$ cat config.mk
export PLATFORM = sky130hd
export DESIGN_NAME = divider_flat
export DESIGN_NICKNAME = d
export VERILOG_FILES = /design/src/rtl/divider_pkg.sv /design/src/rtl/divider_if.sv /design/src/rtl/divider_ns_logic.sv /design/src/rtl/divider.sv /design/src/flat_wrapper.sv
export SDC_FILE = /design/constraint.sdc
export NUM_CORES = 1
export LEC_CHECK = 0
export ABC_AREA = 1
export BUFFER_PORTS_ARGS = -buffer_cell sky130_fd_sc_hd__buf_2
export CORE_ASPECT_RATIO = 1.4
export CORE_MARGIN = 2
export CORE_UTILIZATION = 55
export DETAILED_ROUTE_END_ITERATION = 16
export GPL_ROUTABILITY_DRIVEN = 0
export PLACE_DENSITY = 0.78
export SYNTH_ARGS = -nofsm -noshare
export SYNTH_HDL_FRONTEND = slang
export SYNTH_HIERARCHICAL = 1
export SYNTH_SLANG_ARGS = --single-unit
$ cat constraint.sdc
create_clock -name clk -period 4.21 [get_ports clk]
set_clock_uncertainty 0.15 [all_clocks]
set_input_delay 0.2105 -clock clk [delete_from_list [all_inputs] [get_ports clk]]
set_output_delay 0.2105 -clock clk [all_outputs]
set_load 0.02 [all_outputs]
$ cat src/rtl/divider_pkg.sv
// Shared arithmetic-unit definitions: FSM encoding common to the multiplier
// and divider, plus default operand and counter widths.
package divider_pkg;

  localparam int WIDTH_DEF = 64;
  localparam int CNT_W_DEF = 7;

  typedef enum logic [1:0] {
    IDLE = 2'b00,
    EXEC = 2'b01,
    DONE = 2'b10
  } state_t;

endpackage

$ cat src/rtl/divider_if.sv
// Controller-to-divider bundle: start/clear controls and operands in,
// results and status back out.
interface divider_if
  import divider_pkg::*;
#(
  parameter int WIDTH = WIDTH_DEF
);

  logic             op_start;
  logic             op_clear;
  logic [WIDTH-1:0] dividend;
  logic [WIDTH-1:0] divisor;
  logic [WIDTH-1:0] quotient;
  logic [WIDTH-1:0] remainder;
  logic             op_done;
  logic             div_zero;

  modport master (
    output op_start, op_clear, dividend, divisor,
    input  quotient, remainder, op_done, div_zero
  );

  modport slave (
    input  op_start, op_clear, dividend, divisor,
    output quotient, remainder, op_done, div_zero
  );

endinterface

$ cat src/rtl/divider_ns_logic.sv
// Next-state / next-count logic for the divider FSM; purely combinational.
// Mirrors the multiplier's block with the terminal count at WIDTH-1.
module div_ns_logic
  import divider_pkg::*;
#(
  parameter int WIDTH = WIDTH_DEF,
  parameter int CNT_W = CNT_W_DEF
) (
  input  logic             op_start,
  input  logic             op_clear,
  input  logic [CNT_W-1:0] count,
  input  state_t           state,
  output state_t           next_state,
  output logic [CNT_W-1:0] next_count
);

  always_comb begin
    next_state = IDLE;
    next_count = '0;
    case (state)
      IDLE: begin
        if (!op_clear && op_start) begin
          next_state = EXEC;
        end
      end
      EXEC: begin
        if (!op_clear) begin
          next_count = count + 1'b1;
          next_state = (count == CNT_W'(WIDTH - 1)) ? DONE : EXEC;
        end
      end
      DONE: begin
        if (!op_clear) begin
          next_state = DONE;
          next_count = count;
        end
      end
      // 2'b11 and anything else falls back to IDLE with a cleared count
      default: begin
        next_state = IDLE;
        next_count = '0;
      end
    endcase
  end

endmodule

$ cat src/rtl/divider.sv
// Sequential unsigned restoring divider, one quotient bit per clock.
// Holds results in DONE until op_clear; outputs are pure state decodes.
module divider
  import divider_pkg::*;
#(
  parameter int WIDTH = WIDTH_DEF,
  parameter int CNT_W = CNT_W_DEF
) (
  input  logic     clk,
  input  logic     reset_n,
  divider_if.slave bus
);

  state_t           state_q, state_d;
  logic [CNT_W-1:0] count_q, count_d;
  logic [WIDTH-1:0] r_q, r_d;
  logic [WIDTH-1:0] q_q, q_d;
  logic [WIDTH-1:0] d_q, d_d;
  logic             dz_q, dz_d;

  // Trial value keeps the bit shifted out of R so the compare never wraps
  logic [WIDTH:0]   trial;
  logic [WIDTH-1:0] diff;
  logic             fits;
  logic             in_done;

  assign trial = {r_q, q_q[WIDTH-1]};
  assign fits  = (trial >= {1'b0, d_q});
  assign diff  = trial[WIDTH-1:0] - d_q;

  div_ns_logic #(
    .WIDTH (WIDTH),
    .CNT_W (CNT_W)
  ) u_ns (
    .op_start   (bus.op_start),
    .op_clear   (bus.op_clear),
    .count      (count_q),
    .state      (state_q),
    .next_state (state_d),
    .next_count (count_d)
  );

  always_comb begin
    r_d  = r_q;
    q_d  = q_q;
    d_d  = d_q;
    dz_d = dz_q;
    case (state_q)
      IDLE: begin
        if (!bus.op_clear && bus.op_start) begin
          r_d  = '0;
          q_d  = bus.dividend;
          d_d  = bus.divisor;
          dz_d = (bus.divisor == '0);
        end
      end
      EXEC: begin
        if (bus.op_clear) begin
          r_d  = '0;
          q_d  = '0;
          d_d  = '0;
          dz_d = 1'b0;
        end else begin
          r_d = fits ? diff : trial[WIDTH-1:0];
          q_d = {q_q[WIDTH-2:0], fits};
        end
      end
      DONE: begin
        if (bus.op_clear) begin
          r_d  = '0;
          q_d  = '0;
          d_d  = '0;
          dz_d = 1'b0;
        end
      end
      default: begin
        r_d  = '0;
        q_d  = '0;
        d_d  = '0;
        dz_d = 1'b0;
      end
    endcase
  end

  always_ff @(posedge clk or negedge reset_n) begin
    if (!reset_n) begin
      state_q <= IDLE;
      count_q <= '0;
      r_q     <= '0;
      q_q     <= '0;
      d_q     <= '0;
      dz_q    <= 1'b0;
    end else begin
      state_q <= state_d;
      count_q <= count_d;
      r_q     <= r_d;
      q_q     <= q_d;
      d_q     <= d_d;
      dz_q    <= dz_d;
    end
  end

  assign in_done       = (state_q == DONE);
  assign bus.op_done   = in_done;
  assign bus.quotient  = in_done ? q_q : '0;
  assign bus.remainder = in_done ? r_q : '0;
  assign bus.div_zero  = in_done & dz_q;

endmodule
$ cat src/flat_wrapper.sv
// flat-port wrapper written by rule: the top's interface ports become plain ports
module divider_flat import divider_pkg::*;
#(
  parameter int WIDTH = WIDTH_DEF,
  parameter int CNT_W = CNT_W_DEF
)
  (clk, reset_n, bus_op_start, bus_op_clear, bus_dividend, bus_divisor, bus_quotient, bus_remainder, bus_op_done, bus_div_zero);
  divider_if #(.WIDTH(WIDTH)) bus_i ();
  input  logic clk;
  input  logic reset_n;
  input wire logic [$bits(bus_i.op_start)-1:0] bus_op_start;
  input wire logic [$bits(bus_i.op_clear)-1:0] bus_op_clear;
  input wire logic [$bits(bus_i.dividend)-1:0] bus_dividend;
  input wire logic [$bits(bus_i.divisor)-1:0] bus_divisor;
  output wire logic [$bits(bus_i.quotient)-1:0] bus_quotient;
  output wire logic [$bits(bus_i.remainder)-1:0] bus_remainder;
  output wire logic [$bits(bus_i.op_done)-1:0] bus_op_done;
  output wire logic [$bits(bus_i.div_zero)-1:0] bus_div_zero;
  assign bus_i.op_start = bus_op_start;
  assign bus_i.op_clear = bus_op_clear;
  assign bus_i.dividend = bus_dividend;
  assign bus_i.divisor = bus_divisor;
  assign bus_quotient = bus_i.quotient;
  assign bus_remainder = bus_i.remainder;
  assign bus_op_done = bus_i.op_done;
  assign bus_div_zero = bus_i.div_zero;
  divider #(.WIDTH(WIDTH), .CNT_W(CNT_W)) u_core (.clk(clk), .reset_n(reset_n), .bus(bus_i));
endmodule
After elaboration in Yosys (flattened, before gate mapping). Index checks and enable logic that the tools add are counted.

Bits in registers: 202. Input port bits: 132. Output and inout port bits: 130.

Add/subtract/negate cells: 2. Magnitude comparators: 1. Equality and inequality tests: 6. Mux-type cells: 23. Bitwise operators: 1. Reductions and logical operators: 7.

Operators with widths (number): $mux W64 (9); $pmux W64 S3 (2); $pmux W64 S2 (1); $ge A65 B64 Y1 (1); $logic_not A64 Y1 (1); $sub A64 B64 Y64 (1); $mux W7 (2); $pmux W7 S2 (1); $add A7 B1 Y7 const B (1); $eq A7 B6 Y1 const B (1); $mux W2 (3); $pmux W2 S3 (1); $ne A2 B1 Y1 const B (2); $reduce_and A2 Y1 (2); $mux W1 (3); $eq A2 B1 Y1 const B (1); $eq A2 B2 Y1 const B (1); $logic_not A2 Y1 (1); $ne A2 B2 Y1 const B (1); $pmux W1 S2 (1); $reduce_or A2 Y1 (1); $and A1 B1 Y1 (1); $logic_and A1 B1 Y1 (1); $logic_not A1 Y1 (1).

Depth between registers and ports, before layout. Gate-level depths: netlist (run 1).

Word-level depth: 4. Depth in mapped cells: 19.

By module. The synthesis (run 1) kept the hierarchy.

Modules (own cells, without submodules): divider (instances 1, cells an instance 2651, area each 16107.9 µm²); div_ns_logic (instances 1, cells an instance 55, area each 315.3 µm²).

Worst setup path after synthesis (run 1). No wires, ideal clock.

Path type: reg-to-reg. From: register u_core.r_q[50]. To: register u_core.r_q[10]. Setup time: 0.130 ns. Arrival time: 2.050 ns. Data required time: 3.930 ns. Slack: 1.880 ns. Cell stages (with the launch flop): 13. Period minus slack after synthesis: 2.330 ns. Cell sequence: dfrtp_1 ha_1 nand2_1 inv_1 a21oi_1 nor2_1 o21ai_1 nand3_2 nor2_4 clkbuf_1 nand3_1 nand3_1 o21ai_1.

Longest elaborated chain between the ends: 4.

Ends and longest elaborated chain: start: declaration (line divider.sv:16) `logic [WIDTH-1:0] r_q, r_d;`; start signal: assignment (line divider.sv:96) `r_q <= r_d;`; $ge A65 B64 Y1 (line divider.sv:28) `assign fits = (trial >= {1'b0, d_q});`; $mux W64 (line divider.sv:64) `r_d = fits ? diff : trial[WIDTH-1:0];`; $mux W64 (line divider.sv:58) `if (bus.op_clear) begin`; $pmux W64 S3 (line divider.sv:48) `case (state_q)`.

Every way passes these cells. A chain may end at the register's enable or synchronous reset.

Worst setup path in the final report (run 1).
From: register u_core.r_q[3]. To: register u_core.r_q[57].

Longest elaborated chain between the ends: 4.

Ends and longest elaborated chain (line): $sub A64 B64 Y64 or $ge A65 B64 Y1 (tied branches) (divider.sv:29, divider.sv:28); $mux W64 (*) (divider.sv:64); $mux W64 (*) (divider.sv:58); $pmux W64 S3 (*) (divider.sv:48).

Every way passes the cells marked *; elsewhere a longest branch is shown, timed or not.

==> reports/summary.txt, run 1 <==
layout cells sized above 1 - 11.9%
status - complete, no violations
Detail Route Antenna Nets - 0
CP Capture Type - register
Clock power frac - 32.2%
Worst path max stage delay - 480 ps
crit path max fanout - 52
ys async rst share - 100%
yosys synthesis warning count - 6
sequential-to-total area share from yosys stat - 30.8%
Post-synth EDFFs - 0
NetSw - 2110 uW
first-pass GRT wire length - 89.0 mm
Logic pwr share - 29.2%
Slew Limit Fails - 0
CTS Buffer Depth - 3
Top delay family on crit path - simple AND/OR/NAND/NOR gates
synth top area cells - dfrtp_1, nand2_1, inv_1
syn_area_per_cell - 6.07 um^2
Die X - 150 um
Resized cells post-CTS - 0
TritonCTS buffer count - 22
unrepaired setup endpoints after global routing - false
gr ovfl total - 0
fin crit share - 83.9%
WL final - 55.2 mm
Yosys top cell area share - 30.8%
CORE AREA - 29300 um^2
Die Area - 31300 um^2
MaxCap Viol Count - 0
Final Setup Violations - 0
HP Class - input pin to async pin
Max H-tree Level - 1
GR Util met3 - 7.68%
max_slew headroom - 24.7%
initial antenna violation count - 0
Crit Path Class - register to register
CP Data Arrival Time - 3800 ps
Worst Max-Slew Pin Slew - 1130 ps
placed cell count - 3267
Detailed Place HPWL - 38.9 mm
Final Non-Filler Cells - 3434
worst path cell trace - ha_1 -> nand2_1 -> inv_1 -> nand2_1 -> nand2_1 -> nand2_1 -> nand3_2 -> nand2_1 -> nand2_2 -> nand2_2 -> nand2_2 -> nand2_4 -> nand2_4 -> nand2_2 -> nand2_1 -> nand2_1 -> nand2_1
WHS - 161 ps
Pleak - 0.0122 uW
area leader, netlist - dfrtp_1
switching part of the total - 35.3%
Area Overhead vs Synth - 21.7%
Die Span Y - 208 um
WL/cell - 16.1 um
gr usage total - 35.2%
Initial Util - 56.1%
Synth Instances - 2706
Commonest cells post-synth - nand2_1, inv_1, nand3_1
fin crit period - 3530 ps
CTS clock-pin slew for the worst setup and hold paths - 70 ps
Vias/cell - 5.36
M2 GR Usage - 59.8%
Remaining DRCs - 0
Syn Std Cell Area - 16400 um^2
setup TNS - 0 ps
Clock Tree Root - clkbuf_16
cell area power density - 300 nW/um^2
largest net degree at the start of global routing - 131
# nets final - 3248
port buffer count - 261
Synth Flop Type - dfrtp_1
ant diodes - 0
Starting DRT DRC Count - 1408
fmax - 0.283 GHz
met1 Usage GRT - 40.0%
most numerous cell in the Yosys netlist - nand2_1
CP Buf/Inv Count - 1
Worst-Skew Late Latency - 530 ps
FP Rows - 74
DRT Pass-1 Iters - 6
Final Hold Viols - 0
Critical-path top delay cell - nand2_4
Levels on crit path - 17
power share of the sequential group - 38.6%
most frequent CP cell - nand2_1
flops & latches, synth - 202
global route hottest layer - met2
routed vias - 18400
Critical Path RT - 4480 ps
r2r worst-path depth - 17
Total Power - 5990 uW
Startpoint Class - register
worst ir drop on vdd - 0.331 mV
Syn Nets - 2911
library cells used by synthesis - 39
CTS tree - done
IO Count - 262
CTS Sinks - 202
vias in the first global route - 18100
P_int - 3870 uW
[state kept, by name (all words and copies together), names as in the netlist]
name / flops
u_core/d_q: 64
u_core/q_q: 64
u_core/r_q: 64
u_core/count_q: 7
u_core/state_q: 2
u_core/dz_q: 1
[area by class of cell]
type                    count  area [um^2]
fillers                  2627         9270
multi-input cells        1848         8870
flip-flops and latches    202         5050
repair buffers            406         2770
inverters                 563         2110
clock buffers              31          676
well taps                 380          475
clock inverters             4         28.8
[metrics by stage]
step                setup WS [ps]  utilization, %  instance area, um^2
finish                        678            68.3                20000
global route                  380            68.3                20000
CTS                           726            68.3                20000
detailed placement            769            61.4                18000
global placement              866            61.4                18000
floorplan                    1880               -                16400
[power groups by stage]
stage / Clock, uW / Sequential [uW] / Combinational [uW]
floorplan: 0 / 2300 / 1160
global placement: 0 / 2330 / 1570
detailed placement: 0 / 2340 / 1610
CTS: 1960 / 2310 / 1710
global route: 2030 / 2330 / 1960
finish: 1930 / 2310 / 1750
[final timing paths]
check	startpoint	to	slack [ps]
min	reset_n	u_core/d_q[20]$_DFFE_PN0P_	160
max	u_core/r_q[3]$_DFFE_PN0P_	u_core/r_q[57]$_DFFE_PN0P_	680
max reg2reg	u_core/r_q[3]$_DFFE_PN0P_	u_core/r_q[57]$_DFFE_PN0P_	680
min reg2reg	u_core/count_q[0]$_DFF_PN0_	u_core/count_q[0]$_DFF_PN0_	350
max in group asynchronous	reset_n	u_core/d_q[47]$_DFFE_PN0P_	2850
min in group clk	bus_dividend[15]	u_core/q_q[15]$_DFFE_PN0P_	310
[kinds of logic (layout without fill, tap and decap cells)]
family / after synthesis / in the layout / share of synthesized area (%)
AND/OR/NAND/NOR: 1555 / 1555 / 40.4
buffers and inverters: 656 / 1004 / 15.5
AO/OA/AOI/OAI: 189 / 189 / 6.08
adder cells (fa/ha/maj): 73 / 73 / 5.61
XOR/XNOR: 31 / 31 / 1.65
flip-flops: 202 / 202 / 30.8
[cell usage in the layout, fill, tap and decap left out, drive strengths merged, types with 2 or more instances in the layout]
cell type / synthesis / routed
nand2: 1014 / 1014
inv: 563 / 563
nand3: 330 / 330
buf: 23 / 273
dfrtp: 202 / 202
dlygate4sd3: 0 / 132
nor2: 121 / 121
o21ai: 115 / 115
ha: 72 / 72
a21oi: 58 / 58
nand3b: 36 / 36
clkbuf: 70 / 32
xnor2: 29 / 29
nor4: 20 / 20
nand4: 20 / 20
o21bai: 8 / 8
nor3: 8 / 8
o211ai: 5 / 5
clkinv: 0 / 3
or2: 3 / 3
and2: 3 / 3
xor2: 2 / 2
[what timing repair did]
| action | in CTS | in global routing |
|---|---|---|
| buffers inserted | 0 | 0 |
| hold buffers | 132 | 0 |
| endpoints found under the hold margin | 220 | 0 |
[layer usage]
layer / up-vias / part of all wire, %
met1: 8314 / 37
met5: - / 0
li1: 8943 / -
met2: 926 / 47
met4: 0 / 6.9
met3: 227 / 8.5
Power figures use the tool's default switching activity.
==> run 2: changes to the inputs <==
--- a/config.mk
+++ b/config.mk
@@ -9,7 +9,7 @@
 export BUFFER_PORTS_ARGS = -buffer_cell sky130_fd_sc_hd__buf_2
 export CORE_ASPECT_RATIO = 1.4
 export CORE_MARGIN = 2
-export CORE_UTILIZATION = 55
+export CORE_UTILIZATION = 53
 export DETAILED_ROUTE_END_ITERATION = 16
 export GPL_ROUTABILITY_DRIVEN = 0
 export PLACE_DENSITY = 0.78
==> constraint.sdc (replaced) <==
create_clock -name clk -period 3 [get_ports clk]
set_clock_uncertainty 0.15 [all_clocks]
set_input_delay 0.15 -clock clk [delete_from_list [all_inputs] [get_ports clk]]
set_output_delay 0.15 -clock clk [all_outputs]
set_load 0.02 [all_outputs]
==> reports/summary.txt, run 2 (synthesis gave the netlist of run 1 again) <==
status - complete, no violations
CP Data Arrival Time - 3050 ps
CTS Buffer Depth - 3
Crit Path Class - register to register
Critical-path top delay cell - dfrtp_1
Area Overhead vs Synth - 22.4%
Finished Cell Area - 20100 um^2
Die Area - 32400 um^2
fin crit period - 2820 ps
IO Count - 262
Critical Path RT - 3230 ps
Die Span Y - 212 um
Initial Util - 53.6%
first-pass GRT wire length - 89.0 mm
DRT Pass-1 Iters - 6
Starting DRT DRC Count - 1523
Worst Max-Slew Pin Slew - 1130 ps
TritonCTS buffer count - 21
Final Hold Viols - 0
Detailed Place HPWL - 39.1 mm
WL final - 55.4 mm
HP Class - input pin to async pin
port buffer count - 261
vias in the first global route - 18100
CORE AREA - 30600 um^2
FP Rows - 76
NetSw - 2970 uW
Detail Route Antenna Nets - 0
Final Non-Filler Cells - 3452
Clock Tree Root - clkbuf_16
Max H-tree Level - 1
CTS tree - done
placed cell count - 3283
Worst-Skew Late Latency - 540 ps
switching part of the total - 35.4%
fin crit share - 94.1%
Clock power frac - 32.0%
routed vias - 18400
setup TNS - 0 ps
CP Capture Type - register
most common cell after layout, fill and taps aside - nand2_1
Vias/cell - 5.33
worst ir drop on vdd - 0.375 mV
Die X - 153 um
Final Setup Violations - 0
dpl cell area - 18100 um^2
largest net degree at the start of global routing - 131
max_slew headroom - 24.8%
gr ovfl total - 0
# nets final - 3253
gr usage total - 33.6%
MaxCap Viol Count - 0
Total Power - 8390 uW
fmax - 0.354 GHz
biggest regs - u_core/d_q (64), u_core/q_q (64), u_core/r_q (64)
cell area power density - 418 nW/um^2
WL/cell - 16.0 um
layout cells sized above 1 - 12.1%
ant diodes - 0
Slew Limit Fails - 0
power share of the sequential group - 38.7%
Pleak - 0.0123 uW
Worst path max stage delay - 470 ps
P_int - 5420 uW
most frequent cells in the layout - nand2_1, inv_1, nand3_1
Startpoint Class - register
CTS Sinks - 202
unrepaired setup endpoints after global routing - false
CTS clock-pin slew for the worst setup and hold paths - 80 ps
Logic pwr share - 29.4%
worst path cell trace - ha_1 -> nand2_1 -> inv_1 -> a21oi_1 -> nor2_1 -> o21ai_1 -> nand3_2 -> nor2_4 -> buf_4 -> nand3_1 -> nand3_1 -> o21ai_1
Remaining DRCs - 0
crit path max fanout - 29
initial antenna violation count - 0
run 2: cell types whose count changed in the layout (fill, tap and decap cells not counted):
cell,previous run,this run
a21oi_2,2,3
clkbuf_16,23,21
a21oi_1,56,55
clkinvlp_4,1,2
clkbuf_1,1,3
clkbuf_8,8,4
inv_6,0,1
nand2_2,11,10
inv_8,1,0
clkinv_2,3,6
buf_12,3,8
bufinv_16,0,2
buf_6,0,1
nand2_4,2,3
run 2: final timing paths:
path                                                  start  cells past startpoint  slack (ps)                     endpoint
worst min-delay path                                reset_n                      2          50   u_core/q_q[13]$_DFFE_PN0P_
worst max register to register   u_core/r_q[50]$_DFFE_PN0P_                     12         180   u_core/r_q[25]$_DFFE_PN0P_
worst min register to register  u_core/count_q[0]$_DFF_PN0_                      1         350  u_core/count_q[0]$_DFF_PN0_
min in group clk                            bus_divisor[28]                      4         250   u_core/d_q[28]$_DFFE_PN0P_
max in group asynchronous                           reset_n                      3        1710   u_core/q_q[52]$_DFFE_PN0P_
worst max-delay path             u_core/r_q[50]$_DFFE_PN0P_                     12         180   u_core/r_q[25]$_DFFE_PN0P_
run 2: cell type report:
class / count / area [um^2]
clock inverter: 10 / 109
fill: 2763 / 10500
sequential: 202 / 5050
tap: 390 / 488
multi-input combinational: 1848 / 8870
inverter: 563 / 2110
clock buffer: 27 / 578
timing repair buffer: 412 / 2880
run 2: repair_timing:
item / in CTS / in global routing
setup buffers: 0 / 0
setup endpoints to repair: 0 / 44
gates resized for setup: 0 / 3
endpoints found under the hold margin: 208 / 0
hold buffers: 132 / 0
run 2: routing by layer:
metal	share of wire, %	GRT usage (%)
met1	37	38.4
met3	8.7	5.79
met5	0	0
met2	47	59.0
met4	6.9	19.8
run 2: power groups by stage:
stage	Sequential [uW]	Combinational, uW	Clock (uW)
2_1_floorplan	3220	1620	0
3_3_place_gp	3270	2230	0
3_5_place_dp	3280	2270	0
4_1_cts	3230	2410	2740
5_1_grt	3280	2770	2840
6_report	3250	2470	2680
run 2: per-stage QoR:
step | utilization [%] | hold WS [ps] | setup WS [ps]
finish | 65.7 | 54.4 | 178
global route | 65.7 | 91.2 | 11.4
CTS | 65.6 | 63.8 | 205
detailed placement | 59.1 | 80.3 | 221
global placement | 59.1 | 64.5 | 228
floorplan | - | -296 | 670
run 2: critical path, delay by kind of cell, from the launching register on:
kind,cells,cell delay [ps]
adders and majority gates,1,400
and+or+nand+nor,6,730
DFF,1,470
buffers and inverters,2,410
AOI/OAI and AO/OA,3,500
